`config.mk`:
```
export PLATFORM = sky130hd
export DESIGN_NAME = draw_scheduler
export DESIGN_NICKNAME = d
export VERILOG_FILES = /design/src/rtl/draw_scheduler_pkg.sv /design/src/rtl/draw_scheduler_rr_pick.sv /design/src/rtl/draw_scheduler.sv
export SDC_FILE = /design/constraint.sdc
export NUM_CORES = 1
export LEC_CHECK = 0
export BUFFER_PORTS_ARGS = -buffer_cell sky130_fd_sc_hd__buf_4
export CAP_MARGIN = 10
export CORE_ASPECT_RATIO = 2
export CORE_UTILIZATION = 33
export DETAILED_ROUTE_END_ITERATION = 8
export HOLD_SLACK_MARGIN = 0.02
export PLACE_DENSITY = 0.61
export SYNTH_ARGS = -nofsm -noshare
export SYNTH_HDL_FRONTEND = slang
export SYNTH_SLANG_ARGS = --single-unit
```
`constraint.sdc`:
```
create_clock -name clk -period 3.6 [get_ports clk]
set_input_delay 0.36 -clock clk [delete_from_list [all_inputs] [get_ports clk]]
set_output_delay 0.36 -clock clk [all_outputs]
set_load 0.03 [all_outputs]
```
`src/rtl/draw_scheduler_pkg.sv`:
```
// Shared constants and state encoding for the VGA draw scheduler.
package draw_pkg;

  localparam int unsigned SCREEN_W     = 160;
  localparam int unsigned SCREEN_H     = 120;
  localparam int unsigned COLOUR_W_DEF = 3;

  typedef enum logic [1:0] {
    IDLE,
    GRANT,
    GAP
  } sched_state_t;

endpackage

```
`src/rtl/draw_scheduler_rr_pick.sv`:
```
// Combinational round-robin selector: first set req bit after 'last', wrapping modulo N.
module rr_pick #(
  parameter  int unsigned N  = 4,
  localparam int unsigned IW = (N > 1) ? $clog2(N) : 1
) (
  input  logic [N-1:0]  req,
  input  logic [IW-1:0] last,
  output logic [IW-1:0] idx,
  output logic          valid
);

  always_comb begin
    int unsigned j;
    j     = 0;
    idx   = '0;
    valid = 1'b0;
    for (int unsigned k = 1; k <= N; k++) begin
      j = (int'(last) + k) % N;
      if (!valid && req[j]) begin
        idx   = IW'(j);
        valid = 1'b1;
      end
    end
  end

endmodule

```
`src/rtl/draw_scheduler.sv`:
```
// Shares the VGA adapter pixel-write port between N drawing engines,
// one grant at a time, with a watchdog and one idle gap cycle per release.
module draw_scheduler
  import draw_pkg::*;
#(
  parameter int unsigned N        = 4,
  parameter int unsigned COLOUR_W = draw_pkg::COLOUR_W_DEF,
  parameter int unsigned TIMEOUT  = 20000,
  parameter int unsigned SCREEN_W = draw_pkg::SCREEN_W,
  parameter int unsigned SCREEN_H = draw_pkg::SCREEN_H
) (
  input  logic                  clk,
  input  logic                  resetn,
  input  logic [N-1:0]          req,
  input  logic [N-1:0]          done,
  input  logic [N*8-1:0]        in_x,
  input  logic [N*7-1:0]        in_y,
  input  logic [N*COLOUR_W-1:0] in_colour,
  output logic [N-1:0]          enable,
  output logic [7:0]            vga_x,
  output logic [6:0]            vga_y,
  output logic [COLOUR_W-1:0]   colour,
  output logic                  plot,
  output logic                  busy,
  output logic                  timeout_err
);

  localparam int unsigned IW   = (N > 1) ? $clog2(N) : 1;
  localparam int unsigned WD_W = $clog2(TIMEOUT + 1);

  sched_state_t        state_q, state_d;
  logic [IW-1:0]       g_q, last_q;
  logic [WD_W-1:0]     wd_q;
  logic [IW-1:0]       pick_idx;
  logic                pick_valid;
  logic                wd_expire;
  logic [7:0]          sel_x;
  logic [6:0]          sel_y;
  logic [COLOUR_W-1:0] sel_colour;
  logic                sel_done;
  logic                in_range;

  rr_pick #(.N(N)) u_pick (
    .req   (req),
    .last  (last_q),
    .idx   (pick_idx),
    .valid (pick_valid)
  );

  always_comb begin
    sel_x      = '0;
    sel_y      = '0;
    sel_colour = '0;
    sel_done   = 1'b0;
    for (int unsigned i = 0; i < N; i++) begin
      if (IW'(i) == g_q) begin
        sel_x      = in_x[i*8 +: 8];
        sel_y      = in_y[i*7 +: 7];
        sel_colour = in_colour[i*COLOUR_W +: COLOUR_W];
        sel_done   = done[i];
      end
    end
  end

  assign in_range  = (sel_x < 8'(SCREEN_W)) && (sel_y < 7'(SCREEN_H));
  assign wd_expire = (wd_q == WD_W'(TIMEOUT - 1));

  always_comb begin
    state_d = state_q;
    case (state_q)
      IDLE:    if (pick_valid) state_d = GRANT;
      GRANT:   if (sel_done || wd_expire) state_d = GAP;
      GAP:     state_d = IDLE;
      default: state_d = IDLE;
    endcase
  end

  always_comb begin
    enable = '0;
    if (state_q == GRANT) enable[g_q] = 1'b1;
  end

  assign busy = (state_q == GRANT);

  always_ff @(posedge clk) begin
    if (!resetn) begin
      state_q     <= IDLE;
      g_q         <= '0;
      last_q      <= IW'(N - 1);
      wd_q        <= '0;
      vga_x       <= '0;
      vga_y       <= '0;
      colour      <= '0;
      plot        <= 1'b0;
      timeout_err <= 1'b0;
    end else begin
      state_q     <= state_d;
      plot        <= 1'b0;
      timeout_err <= 1'b0;
      case (state_q)
        IDLE: begin
          if (pick_valid) begin
            g_q  <= pick_idx;
            wd_q <= '0;
          end
        end
        GRANT: begin
          wd_q        <= wd_q + 1'b1;
          vga_x       <= sel_x;
          vga_y       <= sel_y;
          colour      <= sel_colour;
          plot        <= ~sel_done & in_range;
          // done on the expiry cycle is a clean release, not an error
          timeout_err <= ~sel_done & wd_expire;
        end
        GAP:     last_q <= g_q;
        default: ;
      endcase
    end
  end

endmodule

```
; ---- Word level (Yosys, flattened, before mapping)
; Index checks and enable logic that the tools add are counted.
[classes]
bitwise = 3
reduce_logical = 16
n_shift = 0
order_cmp = 8
n_addsub = 5
n_eq_ne = 8
n_mux = 40
div = 0
mul = 0
[op_table]
columns = op, count
row1 = $mux W8, 4
row2 = $pmux W15 S2, 1
row3 = $mux W7, 4
row4 = $add A15 B1 Y15 const B, 1
row5 = $eq A15 B15 Y1 const B, 1
row6 = $lt A2 B3 Y1 const B, 5
row7 = $mux W15, 1
row8 = $mux W1, 13
row9 = $mux W2, 6
row10 = $mux W3, 4
row11 = $bmux W1 S2, 4
row12 = $lt A8 B8 Y1 const B, 1
row13 = $reduce_and A2 Y1, 4
row14 = $lt A7 B7 Y1 const B, 1
row15 = $logic_and A1 B1 Y1, 5
row16 = $add A2 B1 Y2 const B, 2
row17 = $add A2 B2 Y2 const B, 2
row18 = $eq A2 B2 Y1 const A, 2
row19 = $logic_not A2 Y1, 2
row20 = $mux W4, 1
row21 = $pmux W2 S2, 1
row22 = $logic_not A1 Y1, 3
row23 = $and A1 B1 Y1, 2
row24 = $demux W1 S2, 1
row25 = other kinds (9), 9
[totals]
rom_bits = 0
inputBits = 82
latchBits = 0
mem_bits_rw = 0
word_cells = 89
register_bits = 41
mem_count = 0

; ---- Depth between registers and ports, before layout
; Gate-level depths: netlist of run 1.
[logic_depth]
word_depth = 15
mapped_depth = 6

; ---- Cells and area by module
; Synthesis of run 1 repeated with hierarchy kept, for this count alone.
[hier_totals]
hier_cells = 248
hier_area_um2 = 2353.5
[modules_own_cells]
columns = module, n_inst, cells_per_inst, area_each_um2
row1 = draw_scheduler, 1, 234, 2262.2
row2 = rr_pick, 1, 14, 91.3

; ---- Least setup slack after synthesis of run 1
; No wires, ideal clock.
[synth_path]
path_type = register to output
from = register state_q[1]
to = output port enable[1]
path_buffers = 2
path_stages_with_launch = 5
t_arrival_ns = 1.579
slack_ns = 1.661
path_cell_list = dfxtp_1 nand2b_4 buf_2 buf_2 nor3b_1
[synth_via]
elab_chain_cells = 2
[synth_rtl]
columns = element, line
row1 = "start, declared", draw_scheduler.sv:31  ; sched_state_t state_q, state_d;
row2 = "start signal, assigned", draw_scheduler.sv:97  ; state_q <= state_d;
row3 = $eq A2 B1 Y1, draw_scheduler.sv:80  ; if (state_q == GRANT) enable[g_q] = 1'b1;
row4 = $mux W4, draw_scheduler.sv:80
row5 = "end, declared", draw_scheduler.sv:19  ; output logic [N-1:0] enable,
; Every way passes these cells.

; ---- Final worst setup path of run 1
[layout_path]
from = register state_q[1]
to = output port enable[3]
; The elaborated chain is that of the path after synthesis.

==> implementation parameters, run 1 <==
Parameter                              Value

Clocking
  CTS Sinks ... 41
  # Post-CTS Setup Buffers ... 0
  Resized Gates After CTS ... 0
  TritonCTS clock tree ... yes
  Hold-fix buffers at CTS ... 0
  CTS Buffer Depth ... 2
  Total number of H-tree levels ... 2
  Number of buffers added by the clock tree synthesis step ... 5
  Master cell of the clock root buffer ... clkbuf_16
  Clock Pin Slew Worst Setup and Hold Paths ... about 0.060 ns
  Worst-skew pair later-pin latency ... just under 0.3 ns

Layout
  Layout Utilization ... 49.48%
  Antenna diode count ... 0
  Total Nets Final ... about 440
  Layout cell share with drive strength beyond 1 ... between 40% and 50%
  Area growth from synthesis to final layout ... 42.57%
  Final Cell Area ... 0.003302 sq mm

Logic synthesis
  Share of synthesized flip-flops with an asynchronous set or reset ... 0%
  YS warnings ... 0
  Synthesized-area fraction occupied by and/or/nand/nor cells ... between 20% and 30%
  Xor/xnor cell area share of the yosys netlist ... 0%
  Prevailing post-synth register cell ... dfxtp_1
  Complex-gate fraction of the synthesized area ... 16.32%
  Post-synthesis instance total ... around 260
  Sequential-to-total area share from yosys stat ... 35.44%
  Number of synthesized register bits ... slightly above 40
  Largest family of logic cells by synthesized area ... simple AND/OR/NAND/NOR gates
  Post-synthesis mux area share ... 19.77%
  Synthesized netlist net count ... 341
  Cell variety after synth ... 47
  Number of enable-type register cells in the synthesized netlist ... 0
  Adder-cell area share of the yosys netlist ... less than 1%
  Avg Cell Area, Syn ... about 9 sq um
  Post-synthesis instance area ... roughly 0.0023 sq mm

Hold path
  Min-delay worst type ... in2reg
  Hold depth ... 2

Timing
  Clock Skew ... between 0.004 and 0.005 ns
  Transition time at the pin with the least slew margin ... 1.002 ns
  Max transition margin ... ~33%
  Final total negative setup slack ... 0 ns
  Final max-slew violation count ... 0
  Total count of hold-check failures in the final report ... 0
  FMAX ... approximately 400 MHz
  Worst hold margin ... 0.3481 ns
  Crit share post-route ... between 60% and 70%
  Setup repair after global routing missed its margin ... false
  Crit path time final ... 2.499 ns
  Setup violators final ... 0

Critical path
  R2R Path Start ... g_q[0]$_SDFFE_PN0P_
  Highest cell delay on the worst timing path ... approximately 0.50 ns
  Crit-path slowest cell ... clkinv_2
  Crit path arrival time ... between 2 and 2.5 ns
  Reg2reg setup slack ... ~1.5 ns
  Path type of the worst setup path ... reg2out
  Worst-path maximum fanout ... 34
  Category of the worst setup path launch point ... flip-flop
  Required time reported for the critical path endpoint ... ~3.2 ns
  Reg-to-reg endpoint ... vga_y[1]$_SDFFE_PN0P_
  Worst-path cell chain ... nand2b_4 -> clkinv_2 -> and3_1 -> buf_4
  Worst setup path end ... enable[3]
  Cells on worst reg2reg path ... 4
  Kind of end point of the critical path ... output pin
  Critical Path Source ... state_q[1]$_SDFFE_PN0P_

GRT
  Overall routing resource usage ... between 10% and 20%
  Overflow left after global routing ... 0
  Number of antenna violations at the first check in global routing ... 0
  Global-route wire length before repair ... between 10000 and 15000 um
  Pin count of the biggest net entering global routing ... 35
  Number of global-route vias before repair ... 2221

Die
  Core Rows ... 42
  Height of the chip ... 120.5 um
  Ports ... 107
  Horiz. Die Dim ... about 60 um
  Overall die area ... around 0.0074 sq mm
  Starting Density ... 34.70%
  Core region area ... 0.006674 sq mm

Placement
  Routability cong. ... about 0.75
  Placement Cell Area ... ~0.0031 sq mm
  DPL Wire Length ... between 5000 and 6000 um
  Port bufs ... roughly 110

Power and ir drop
  Power per cell area ... 493.8 mW/mm^2
  Maximum resistive drop on vdd ... 0.2690 mV
  Static power due to leakage ... around 1.4 nW

Route
  Violation count after the first detailed-route iteration ... between 70 and 80
  Detailed Routing Iterations Pass 1 ... 4
  Total via count in the routed design ... about 2.3k
  Final antenna-violating net count ... 0
  Via/cell ratio ... around 5.3
  Total wire length ... roughly 6600 um
  Routed wire per std cell ... about 15 um
  Post-route DRC ... 0

Run status
  Status ... completed

Job
  Number of max-cap violations ... 0
-- logic make-up after synthesis --
| logic type | after synthesis |
|---|---|
| AOI/OAI and AO/OA | 62 |
| muxes | 22 |
| buffers and inverters | 30 |
| adders and majority gates | 1 |
| and+or+nand+nor | 102 |
| DFF | 41 |
-- synth_stat cells, types with 2 or more instances --
| cell type | number | area (sq um) |
|---|---|---|
| a211oi_1 | 2 | 15.01 |
| a21o_1 | 2 | 15.01 |
| a21oi_1 | 27 | 135.1 |
| a221oi_1 | 2 | 17.52 |
| a31oi_1 | 6 | 37.54 |
| and3_1 | 2 | 12.51 |
| buf_2 | 8 | 40.04 |
| clkbuf_1 | 8 | 30.03 |
| dfxtp_1 | 41 | 820.8 |
| inv_1 | 10 | 37.54 |
| mux2i_1 | 3 | 30.03 |
| mux4_2 | 19 | 427.9 |
| nand2_1 | 50 | 187.7 |
| nand2b_1 | 5 | 31.28 |
| nand3_1 | 7 | 35.03 |
| nand4_1 | 4 | 25.02 |
| nor2_1 | 9 | 33.78 |
| nor3_1 | 9 | 45.04 |
| nor4_1 | 2 | 12.51 |
| o211ai_1 | 2 | 15.01 |
| o21ai_0 | 11 | 55.05 |
| o311ai_0 | 2 | 17.52 |
| or4_1 | 3 | 22.52 |
-- worst max-delay path: cells and delay by family, from the launching register on --
| kind | cells | cell delay (ns) |
|---|---|---|
| flip-flops | 1 | 0.42 |
| buffers and inverters | 2 | 0.66 |
| AND/OR/NAND/NOR | 2 | 0.77 |
-- metal layers --
metal	vias up	track usage, %	wire (um)
met4	0	10.23	229
met2	96	32.54	3647
met3	15	4.492	385
li1	1145	-	-
met5	-	0	0
met1	1082	21.25	2295
-- registers in the layout, indices dropped and copies added, names as in the netlist, 2 cells and up --
name     count
state_q      2
wd_q        15
vga_y        7
colour       3
last_q       2
vga_x        8
g_q          2
-- cells in the final DEF, fill, tap and decap left out, types with 6 or more instances in the layout --
master	n
inv_1	10
nand3_1	7
o21ai_0	11
buf_4	107
nand2_1	50
mux4_2	19
a31oi_1	6
nor2_1	9
dfxtp_1	41
nor3_1	9
a21oi_1	27
-- worst min path at each step --
| stage | startpoint | endpoint | slack, ns |
|---|---|---|---|
| 2_1_floorplan | wd_q[14]$_SDFFE_PN0P_ | wd_q[14]$_SDFFE_PN0P_ | 0.45 |
| 3_3_place_gp | vga_y[4]$_SDFFE_PN0P_ | vga_y[4]$_SDFFE_PN0P_ | 0.44 |
| 3_5_place_dp | vga_y[0]$_SDFFE_PN0P_ | vga_y[0]$_SDFFE_PN0P_ | 0.45 |
| 4_1_cts | resetn | last_q[0]$_SDFFE_PN1N_ | 0.35 |
| 5_1_grt | resetn | last_q[0]$_SDFFE_PN1N_ | 0.38 |
| 6_report | resetn | last_q[0]$_SDFFE_PN1N_ | 0.35 |
-- stage by stage --
step           std cells  setup WS (ns)   power, W
2_1_floorplan        258          1.661  0.0009705
3_3_place_gp         435          1.418   0.001165
3_5_place_dp         435          1.392   0.001169
4_1_cts              443          1.084   0.001640
5_1_grt              443         0.9118   0.001713
6_report             443          1.101   0.001631
-- power by group --
| group | switching (W) | internal, W | total [W] |
|---|---|---|---|
| logic | 0.000300 | 0.000271 | 0.000571 |
| registers | 0.0000735 | 0.000507 | 0.000581 |
| clock network | 0.000185 | 0.000294 | 0.000478 |
-- area by class of cell --
cell class                 instances  area, sq um
multi-input combinational        187         1364
sequential                        41        820.8
tap                               88        110.1
fill                             662         3372
clock inverter                     1        5.005
timing repair buffer             107        803.3
clock buffer                       7        152.6
inverter                          12        46.29
(Power assumes the default switching activity.)
==> inputs of run 2 (changes only) <==
--- a/config.mk
+++ b/config.mk
@@ -11,7 +11,7 @@
 export CORE_UTILIZATION = 33
 export DETAILED_ROUTE_END_ITERATION = 8
 export HOLD_SLACK_MARGIN = 0.02
-export PLACE_DENSITY = 0.61
+export PLACE_DENSITY = 0.63
 export SYNTH_ARGS = -nofsm -noshare
 export SYNTH_HDL_FRONTEND = slang
 export SYNTH_SLANG_ARGS = --single-unit
==> constraint.sdc (replaced) <==
create_clock -name clk -period 2.25 [get_ports clk]
set_input_delay 0.225 -clock clk [delete_from_list [all_inputs] [get_ports clk]]
set_output_delay 0.225 -clock clk [all_outputs]
set_load 0.03 [all_outputs]
==> implementation parameters, run 2 (synthesis results as in run 1) <==
Parameter                              Value

Critical path
  R2R Path Start ... wd_q[0]$_SDFFE_PN0P_
  Critical path buffers and inverters ... 2
  Category of the worst setup path launch point ... flip-flop
  Critical Path Source ... state_q[1]$_SDFFE_PN0P_
  Instance count on the critical path ... 4
  Worst-path cell chain ... nand2b_4 -> clkinv_2 -> and3_1 -> buf_4
  Kind of end point of the critical path ... output pin
  Path type of the worst setup path ... reg2out
  Kind of cell adding the most delay to the critical path ... simple AND/OR/NAND/NOR gates
  Reg2reg setup slack ... 0.49 ns
  Cells on worst reg2reg path ... 5
  Crit path arrival time ... 1.64 ns
  Crit-path slowest cell ... dfxtp_1
  Highest cell delay on the worst timing path ... 0.43 ns
  Worst-path maximum fanout ... 23
  Required time reported for the critical path endpoint ... 2.03 ns

Timing
  Max transition margin ... approximately three fifths
  Clock Skew ... slightly below 0.006 ns
  Setup repair after global routing missed its margin ... false
  Transition time at the pin with the least slew margin ... just over 0.6 ns
  Final max-slew violation count ... 0
  Total count of hold-check failures in the final report ... 0
  Crit path time final ... between 1.5 and 2 ns
  Crit share post-route ... between 80% and 90%
  Setup violators final ... 0
  Final total negative setup slack ... 0 ns
  FMAX ... about 530 MHz
  Worst hold margin ... approximately 0.22 ns

Clocking
  CTS Sinks ... 41
  # Post-CTS Setup Buffers ... 0
  Master cell of the clock root buffer ... clkbuf_16
  Worst-skew pair later-pin latency ... 0.29 ns
  Number of buffers added by the clock tree synthesis step ... 5
  Total number of H-tree levels ... 2
  Resized Gates After CTS ... 0
  TritonCTS clock tree ... yes
  Hold-fix buffers at CTS ... 0
  Clock Pin Slew Worst Setup and Hold Paths ... approximately 0.060 ns
  CTS Buffer Depth ... 2

Route
  Final antenna-violating net count ... 0
  Post-route DRC ... 0
  Routed wire per std cell ... approximately 15 um
  Total via count in the routed design ... ~2.4k
  Detailed Routing Iterations Pass 1 ... 4
  Total wire length ... around 6600 um
  Violation count after the first detailed-route iteration ... ~50
  Via/cell ratio ... 5.335

Die
  Height of the chip ... approximately 120 um
  Overall die area ... 0.007377 sq mm
  Ports ... approximately 110
  Horiz. Die Dim ... 61.24 um
  Core region area ... between 0.006 and 0.007 sq mm
  Starting Density ... around a third
  Core Rows ... 42

Power and ir drop
  Maximum resistive drop on vdd ... between 0.3 and 0.4 mV
  Power per cell area ... about 770 mW/mm^2
  Static power due to leakage ... about 1.4 nW

Placement
  DPL Wire Length ... between 5000 and 6000 um
  Routability cong. ... roughly 0.78
  Port bufs ... 106

Hold path
  Hold depth ... 2
  Min-delay worst type ... in2reg
  Launch instance of the worst min-delay path ... resetn

Layout
  Layout cell share with drive strength beyond 1 ... 40.56%
  Most common library cell in the layout ignoring fill and taps ... buf_4
  Total Nets Final ... about 440
  Antenna diode count ... 0
  Layout Utilization ... roughly 50%
  Number of flip-flops under the largest register name ... 15
  Registers with the most flip-flops ... wd_q (15), vga_x (8), vga_y (7)
  Biggest register ... wd_q
  Top library cells by usage in the layout, fill and taps aside ... buf_4 (112), nand2_1 (50), dfxtp_1 (41)
  Area growth from synthesis to final layout ... 43.38%

GRT
  Number of antenna violations at the first check in global routing ... 0
  Overall routing resource usage ... around a fifth
  Global-route wire length before repair ... 10890 um
  Number of global-route vias before repair ... 2334
  Pin count of the biggest net entering global routing ... 32
  Overflow left after global routing ... 0

Run status
  Status ... completed

Job
  Number of max-cap violations ... 0
==> run 2: cell count changes in the layout (fill, tap and decap cells not counted), sizes merged <==
cell    before  now
clkbuf       7    6
buf        107  112
clkinv       3    4
==> run 2: cell type report <==
| cell class | count | area, sq um |
|---|---|---|
| Sequential cell | 41 | 820.8 |
| Fill cell | 656 | 3353 |
| Tap cell | 88 | 110.1 |
| Multi-Input combinational cell | 187 | 1364 |
| Clock inverter | 2 | 10.01 |
| Inverter | 12 | 46.29 |
| Clock buffer | 6 | 128.9 |
| Timing Repair Buffer | 112 | 840.8 |
==> run 2: where the power goes <==
| group | internal [W] | leakage, nW | switching (W) |
|---|---|---|---|
| registers | 0.000811 | 0.334 | 0.0000582 |
| logic | 0.000453 | 0.992 | 0.000552 |
| clock network | 0.000407 | 0.0706 | 0.000289 |
| total | 0.00167 | 1.40 | 0.000899 |
==> run 2: path summary, 6_finish.rpt <==
| check | endpoint |
|---|---|
| worst min register to register | vga_y[2]$_SDFFE_PN0P_ |
| worst min-delay path | last_q[0]$_SDFFE_PN1N_ |
| worst max-delay path | enable[3] |
| worst max register to register | wd_q[12]$_SDFFE_PN0P_ |
==> run 2: metrics by stage <==
step / setup WS [ns] / cells / instance area, sq um / power (W)
6_report: 0.3802 / 448 / 3321 / 0.002571
3_5_place_dp: 0.5081 / 440 / 3182 / 0.001899
3_3_place_gp: 0.5507 / 440 / 3182 / 0.001886
5_1_grt: 0.2392 / 448 / 3321 / 0.002711
2_1_floorplan: 0.4464 / 258 / 2316 / 0.001553
4_1_cts: 0.4073 / 448 / 3321 / 0.002597
==> run 2: metal layers <==
layer	vias to the layer above	track usage, %	part of all wire, %
met5	-	0	0
met4	0	11.65	3.5
met3	15	3.957	4.7
met2	73	34.85	56
met1	1152	20.99	36
li1	1150	-	-
==> inputs of run 3 (changes only) <==
==> constraint.sdc (replaced) <==
create_clock -name clk -period 1.6 [get_ports clk]
set_input_delay 0.16 -clock clk [delete_from_list [all_inputs] [get_ports clk]]
set_output_delay 0.16 -clock clk [all_outputs]
set_load 0.03 [all_outputs]
==> implementation parameters, run 3 (synthesis results as in run 1) <==
Parameter                              Value

Run status
  Status ... completed

Clocking
  Master cell of the clock root buffer ... clkbuf_16
  Total number of H-tree levels ... 2
  TritonCTS clock tree ... yes
  Hold-fix buffers at CTS ... 0
  CTS Sinks ... 41
  CTS Buffer Depth ... 2
  Worst-skew pair later-pin latency ... ~0.29 ns
  Clock Pin Slew Worst Setup and Hold Paths ... around 0.060 ns
  Number of buffers added by the clock tree synthesis step ... 5

Layout
  Total Nets Final ... about 460
  Number of flip-flops under the largest register name ... 15
  Fillers ... 673
  Registers with the most flip-flops ... wd_q (15), vga_x (8), vga_y (7)
  Final Instance Count excl. Fillers ... 469
  Area growth from synthesis to final layout ... 55.54%
  Antenna diode count ... 0
  Final Cell Area ... roughly 0.0036 sq mm
  Top library cells by usage in the layout, fill and taps aside ... buf_4 (130), nand2_1 (50), dfxtp_1 (38)
  Most common library cell in the layout ignoring fill and taps ... buf_4
  Sequential Area ... 824.5 sq um
  Multi-input combinational cell area ... 0.001391 sq mm
  Biggest register ... wd_q
  Layout cell share with drive strength beyond 1 ... approximately 46%

Critical path
  Worst-path maximum fanout ... 4
  Path type of the worst setup path ... reg2reg
  Cells on worst reg2reg path ... 5
  Required time reported for the critical path endpoint ... 1.81 ns
  Category of the worst setup path launch point ... flip-flop
  Kind of end point of the critical path ... flip-flop
  Crit path arrival time ... roughly 1.8 ns
  Reg2reg setup slack ... 0.04 ns

Timing
  Slack of the critical path ... 0.03726 ns
  Worst hold margin ... between 0.15 and 0.2 ns
  FMAX ... between 600 and 700 MHz
  Clock Skew ... 0.006234 ns
  Crit share post-route ... between 90% and 100%
  Setup repair after global routing missed its margin ... true
  Transition time at the pin with the least slew margin ... roughly 0.52 ns
  Max transition margin ... 65.32%
  Crit path time final ... between 1.5 and 2 ns
  Final max-slew violation count ... 0
  Total count of hold-check failures in the final report ... 0
  Setup violators final ... 0

Die
  Core region area ... ~0.0067 sq mm
  Starting Density ... roughly a third
  Horiz. Die Dim ... slightly above 60 um
  Overall die area ... between 0.007 and 0.008 sq mm
  Ports ... 107
  Core Rows ... 42
  Height of the chip ... around 120 um

GRT
  Number of antenna violations at the first check in global routing ... 0
  Overflow left after global routing ... 0
  Global-route wire length before repair ... roughly 11000 um
  Pin count of the biggest net entering global routing ... 26
  Overall routing resource usage ... roughly a fifth
  Number of global-route vias before repair ... 2444

Route
  Routed wire per std cell ... between 15 and 20 um
  Final antenna-violating net count ... 0
  Total via count in the routed design ... between 2k and 2.5k
  Total wire length ... 7112 um
  Detailed Routing Iterations Pass 1 ... 4
  Via/cell ratio ... 5.264
  Violation count after the first detailed-route iteration ... between 50 and 60
  Post-route DRC ... 0

Power and ir drop
  Power per cell area ... roughly 1100 mW/mm^2
  Static power due to leakage ... between 1.5 and 2 nW
  Maximum resistive drop on vdd ... slightly above 0.8 mV

Placement
  Routability cong. ... 0.8431
  Cell Count Post-Placement ... between 400 and 500
  DPL Wire Length ... ~5700 um
  Post-place setup slack ... -0.03130 ns
  Port bufs ... about 110
  Placement Cell Area ... between 0.003 and 0.004 sq mm

Hold path
  Min-delay worst type ... in2reg
  Hold depth ... 2

Job
  Number of max-cap violations ... 0
[run 3: final cells by class]
class                   count  area share, %
clock buffers               5          3.473
clock inverters             3          1.910
inverters                  12          1.285
multi-input cells         187          38.62
flip-flops and latches     41          22.89
well taps                  88          3.057
repair buffers            133          28.76
[run 3: worst paths after layout]
kind                    startpoint                      to
max           wd_q[0]$_SDFFE_PN0P_    wd_q[8]$_SDFFE_PN0P_
min                         resetn  last_q[0]$_SDFFE_PN1N_
max reg2reg   wd_q[0]$_SDFFE_PN0P_    wd_q[8]$_SDFFE_PN0P_
min reg2reg  vga_y[6]$_SDFFE_PN0P_   vga_y[6]$_SDFFE_PN0P_
[run 3: per-stage QoR]
stage	total power [W]	setup TNS, ns	util [%]
after floorplan	0.002192	0	-
after global placement	0.002745	-0.002340	50.00
after detailed placement	0.002769	-0.03130	50.00
after CTS	0.004095	-0.0004677	53.04
after global routing	0.004315	-0.04162	53.97
final	0.004114	0	53.97
[run 3: worst max-delay path, stage by stage (launching register included)]
cell	delay (ns)
dfxtp_2	0.35
ha_4	0.14
nand4_1	0.19
buf_4	0.22
or4_1	0.46
a21oi_1	0.13
[run 3: power by group]
group          internal [W]  leakage [nW]  switching (W)
Sequential          0.00114         0.335      0.0000852
Clock              0.000899        0.0944       0.000418
Combinational      0.000750          1.11       0.000817
[run 3: what timing repair did]
item,4_1_cts,5_1_grt
gates resized for setup,1,5
buffers inserted,1,4
pin swaps,2,3
endpoints found under the setup margin,3,9
[run 3: routing by layer]
layer  global-route usage, %  wire length, um
met1                   19.79             2311
met3                   3.850              355
met2                   38.32             4214
met4                   11.36              230
met5                       0                0
